`src/rtl/vc_request_buffer.sv`:
```
// Requester-side virtual-channel buffer: two 2-deep FIFOs alternately written and read by the
// global polarity phase, with prioritizer request/grant handshake and per-channel starvation tracking.
module vc_request_buffer #(
    parameter int unsigned DATA_WIDTH   = 64,
    parameter int unsigned STARVE_LIMIT = 15
) (
    input  logic                  clk,
    input  logic                  reset,
    input  logic                  polarity,
    input  logic                  si,
    input  logic [DATA_WIDTH-1:0] di,
    output logic                  ri,
    output logic                  rq,
    input  logic                  gt,
    output logic                  so,
    output logic [DATA_WIDTH-1:0] dout,
    output logic                  starve
);

    typedef logic [DATA_WIDTH-1:0] data_t;

    localparam logic [7:0] LIMIT    = 8'(STARVE_LIMIT);
    localparam logic [7:0] WAIT_MAX = 8'hFF;

    logic [1:0] count_q    [2];
    logic [1:0] count_d    [2];
    logic       rd_ptr_q   [2];
    logic       rd_ptr_d   [2];
    logic       wr_ptr_q   [2];
    logic       wr_ptr_d   [2];
    logic [7:0] wait_cnt_q [2];
    logic [7:0] wait_cnt_d [2];
    data_t      mem_q      [2][2];
    data_t      mem_d      [2][2];

    logic wr_ch;
    logic rd_ch;
    logic wr_en;
    logic pop;

    // The write and read channels are always opposite, so a write and a pop never collide.
    assign wr_ch  = polarity;
    assign rd_ch  = ~polarity;

    assign ri     = (count_q[wr_ch] != 2'd2);
    assign rq     = (count_q[rd_ch] != 2'd0);
    assign so     = rq & gt;
    assign wr_en  = si & ri;
    assign pop    = so;
    assign dout   = mem_q[rd_ch][rd_ptr_q[rd_ch]];
    assign starve = (wait_cnt_q[rd_ch] >= LIMIT);

    always_comb begin
        // NOTE: every _d takes its current value first, so no path leaves it unassigned and no latch is inferred.
        count_d    = count_q;
        rd_ptr_d   = rd_ptr_q;
        wr_ptr_d   = wr_ptr_q;
        wait_cnt_d = wait_cnt_q;

        if (wr_en) begin
            count_d[wr_ch]  = count_q[wr_ch] + 2'd1;
            wr_ptr_d[wr_ch] = ~wr_ptr_q[wr_ch];
        end

        if (pop) begin
            count_d[rd_ch]  = count_q[rd_ch] - 2'd1;
            rd_ptr_d[rd_ch] = ~rd_ptr_q[rd_ch];
        end

        // Only the read channel's wait counter moves; an idle or granted channel restarts from zero.
        if (!rq || gt) begin
            wait_cnt_d[rd_ch] = 8'd0;
        end else if (wait_cnt_q[rd_ch] != WAIT_MAX) begin
            wait_cnt_d[rd_ch] = wait_cnt_q[rd_ch] + 8'd1;
        end
    end

    always_comb begin
        mem_d = mem_q;
        if (wr_en) begin
            mem_d[wr_ch][wr_ptr_q[wr_ch]] = di;
        end
    end

    always_ff @(posedge clk or negedge reset) begin
        if (!reset) begin
            for (int ch = 0; ch < 2; ch++) begin
                count_q[ch]    <= 2'd0;
                rd_ptr_q[ch]   <= 1'b0;
                wr_ptr_q[ch]   <= 1'b0;
                wait_cnt_q[ch] <= 8'd0;
            end
        end else begin
            // NOTE: sequential state uses non-blocking assignments so every flop samples pre-edge values.
            count_q    <= count_d;
            rd_ptr_q   <= rd_ptr_d;
            wr_ptr_q   <= wr_ptr_d;
            wait_cnt_q <= wait_cnt_d;
        end
    end

    // NOTE: packet storage is deliberately not reset; counts and pointers decide what is visible.
    always_ff @(posedge clk) begin
        mem_q <= mem_d;
    end

endmodule

```
`config.mk`:
```
export PLATFORM = sky130hd
export DESIGN_NAME = vc_request_buffer
export DESIGN_NICKNAME = d
export VERILOG_FILES = /design/src/rtl/vc_request_buffer.sv
export SDC_FILE = /design/constraint.sdc
export NUM_CORES = 1
export LEC_CHECK = 0
export CAP_MARGIN = 20
export CORE_UTILIZATION = 55
export CTS_CLUSTER_SIZE = 12
export DETAILED_ROUTE_END_ITERATION = 6
export PLACE_DENSITY = 0.86
export SLEW_MARGIN = 5
export SYNTH_ARGS = -nofsm -noshare
export SYNTH_HDL_FRONTEND = slang
export SYNTH_SLANG_ARGS = --single-unit
```
`constraint.sdc`:
```
create_clock -name clk -period 7.9 [get_ports clk]
set_input_delay 0.79 -clock clk [delete_from_list [all_inputs] [get_ports clk]]
set_output_delay 0.79 -clock clk [all_outputs]
set_load 0.03 [all_outputs]
```
==> reports/summary.txt <==
Sequential power share = 44.1%
Post-Syn Instances = 694
Most frequent cells in the layout = edfxtp_1 (256), clkdlybuf4s50_1 (135), a21oi_1 (72)
Syn_nets = 766
Chip height = 144.2 um
Root buffer cell = clkbuf_16
Post-synth top flop = edfxtp_1
Synth Cell Area = 11120 um^2
LEAKAGE = 4.694 nW
Largest net degree at the start of global routing = 93
Max-slew violations = 0
First-pass GRT wire length = 33600 um
Num CTS Buffers = 28
Sequential cell area = 8295 um^2
GRT Total Usage = 21.39%
Via/cell ratio = 5.765
Peak supply drop = 190.4 uV
Core Box Area = 19650 um^2
Crit start category = primary input
Crit end category = output pin
Post-synth EDFFs = 256
CP arrival = 3.89 ns
Initial DRC count = 537
Max_cap viols = 0
Clock transition at the registers of the reported paths = 0.06 ns
PwrDens = 325.8 nW/um^2
Register area share after synthesis = 74.50%
Detailed Routing Iterations Pass 1 = 5
Worst-Margin Slew = 1.083 ns
Final setup margin = 3.221 ns
R2R cell count = 6
Status = finished, final reports clean
Power Internal = 3.042 mW
Net Sw Power = 1.396 mW
Final hold violations = 0
Clock Latency Late Sink = 0.55 ns
Remaining DRCs = 0
Layout cells sized above 1 = 6.722%
Final min period = 4.679 ns
Post-CTS resize count = 0
CTS tree = done
Clock power share = 27.7%
Detail Placement HPWL = 12800 um
Peak Freq = 0.2137 GHz
Pre-CTS setup slack = 3.189 ns
Netlist cell types = 49
Area of the multi-input gates = 2620 um^2
Crit-path max FO = 88
Cts hold-fix bufs = 0
CTS Sinks = 280
H-tree Lvls = 1
Req. time, crit path = 7.11 ns
Total number of vias = 6422
Post-route cell area = 13620 um^2
Post-synth ARST share = 8.571%
Vias in the first global route = 6491
Worst slew margin = 27.60%
Ports = 137
#FFs+latches synth = 280
Post-CTS Setup Bufs = 0
Number of port buffers = 136
Setup TNS = 0 ns
Area Growth Syn to Fin = 22.45%
Placed cell area = 12730 um^2
Routed WL = 21840 um
Sw Ratio = 31.46%
Max Buffers Root-to-Sink = 3
Commonest non-fill, non-tap cell in the layout = edfxtp_1
GRT overflow = 0
Filler instances = 1312
Post-route ant nets = 0
Hold Path Stages = 1
Initial antenna violation count = 1
Crit path kind = primary input to output pin
FP Rows = 51
Die W = 144.2 um
Comb pwr share = 28.2%
Post-Syn Area per Cell = 16.03 um^2
Drt wl/cell = 19.60 um
# setup viols final = 0
Clock skew = 0.02875 ns
Crit share post-route = 59.23%
Die area = 20800 um^2
Hold WC Path Type = flip-flop to flip-flop
Routability cong. = 0.8689
Synth Warn # = 0
RSZ-0062 raised after global routing = false
Initial core utilization = 56.60%
Final net count = 898
Hold_ws = 0.5107 ns
[kinds of logic after synthesis]
group                    Yosys count  share of synthesized area, %
AND/OR/NAND/NOR                  102                         5.714
multiplexers                      73                         6.591
adder cells (fa/ha/maj)            3                        0.3375
XOR/XNOR                           8                        0.6298
flip-flops                       280                         74.50
AO/OA/AOI/OAI                    172                         10.01
buffers and inverters             56                         2.216
[metal layers]
layer / GRT usage, % / vias to the layer above / routed length [um]
met5: 0 / - / 0
li1: - / 2981 / -
met2: 36.77 / 215 / 10960
met1: 28.06 / 3190 / 9131
met3: 3.775 / 36 / 1317
met4: 6.094 / 0 / 429
[synthesized netlist by cell type, types with 2 or more instances]
cell type	number	share of area, %
o22ai_1	6	0.34
a31oi_1	4	0.22
a21oi_1	72	3.2
xnor2_1	4	0.31
o21a_1	2	0.13
a211oi_1	67	4.5
o221ai_1	2	0.16
nor4_1	3	0.17
inv_1	13	0.44
ha_1	3	0.34
buf_1	8	0.27
nor2b_1	66	3.7
o211ai_1	2	0.13
clkbuf_1	19	0.64
mux2_2	2	0.20
dfrtp_1	24	5.4
o21ai_0	3	0.13
a22oi_1	3	0.20
o2111a_1	2	0.20
nand2_1	8	0.27
buf_2	12	0.54
clkbuf_2	2	0.090
mux2i_1	71	6.4
nor2_1	7	0.24
edfxtp_1	256	69
xor2_1	4	0.31
a311oi_1	4	0.31
nand3_1	4	0.18
[final cells by class]
class	count	share of cell area, %
flip-flops and latches	280	60.90
multi-input cells	358	19.23
repair buffers	145	10.67
clock buffers	49	6.099
well taps	265	2.434
inverters	13	0.3582
clock inverters	3	0.2847
diodes	1	0.01837
[stage by stage]
step | power [mW] | utilization (%) | instances
floorplan | 2.774 | - | 694
CTS | 4.466 | 69.22 | 1112
finish | 4.438 | 69.31 | 1114
detailed placement | 3.233 | 64.80 | 1060
global route | 4.618 | 69.30 | 1113
global placement | 3.194 | 64.66 | 1059
[critical path, cell delays in order]
cell,delay (ns)
buf_4,0.59
buf_4,0.83
and2_1,0.28
o21a_1,0.26
a211oi_1,0.11
a31oi_1,0.25
clkdlybuf4s50_1,0.72
[registers in the layout, summed over array words and instances (netlist names)]
register,flops
rd_ptr_q,2
count_q,4
wait_cnt_q,16
wr_ptr_q,2
mem_q,256
[path summary, 6_finish.rpt]
path | start | endpoint | slack [ns]
setup / recovery | polarity | starve | 3.22
hold / removal | wait_cnt_q[0] | wait_cnt_q[0] | 0.51
setup reg to reg | count_q[3] | mem_q[16] | 4.81
hold reg to reg | wait_cnt_q[0] | wait_cnt_q[0] | 0.51
max in group asynchronous | reset | rd_ptr_q[1] | 6.90
min in group asynchronous | reset | count_q[2] | 0.54
[power groups by stage]
stage | Sequential (mW) | Combinational (mW) | Clock [mW]
6_report | 1.96 | 1.25 | 1.23
5_1_grt | 1.97 | 1.34 | 1.30
4_1_cts | 1.96 | 1.26 | 1.25
3_5_place_dp | 1.98 | 1.25 | 0
3_3_place_gp | 1.97 | 1.22 | 0
2_1_floorplan | 1.92 | 0.851 | 0
(Power assumes the default switching activity.)
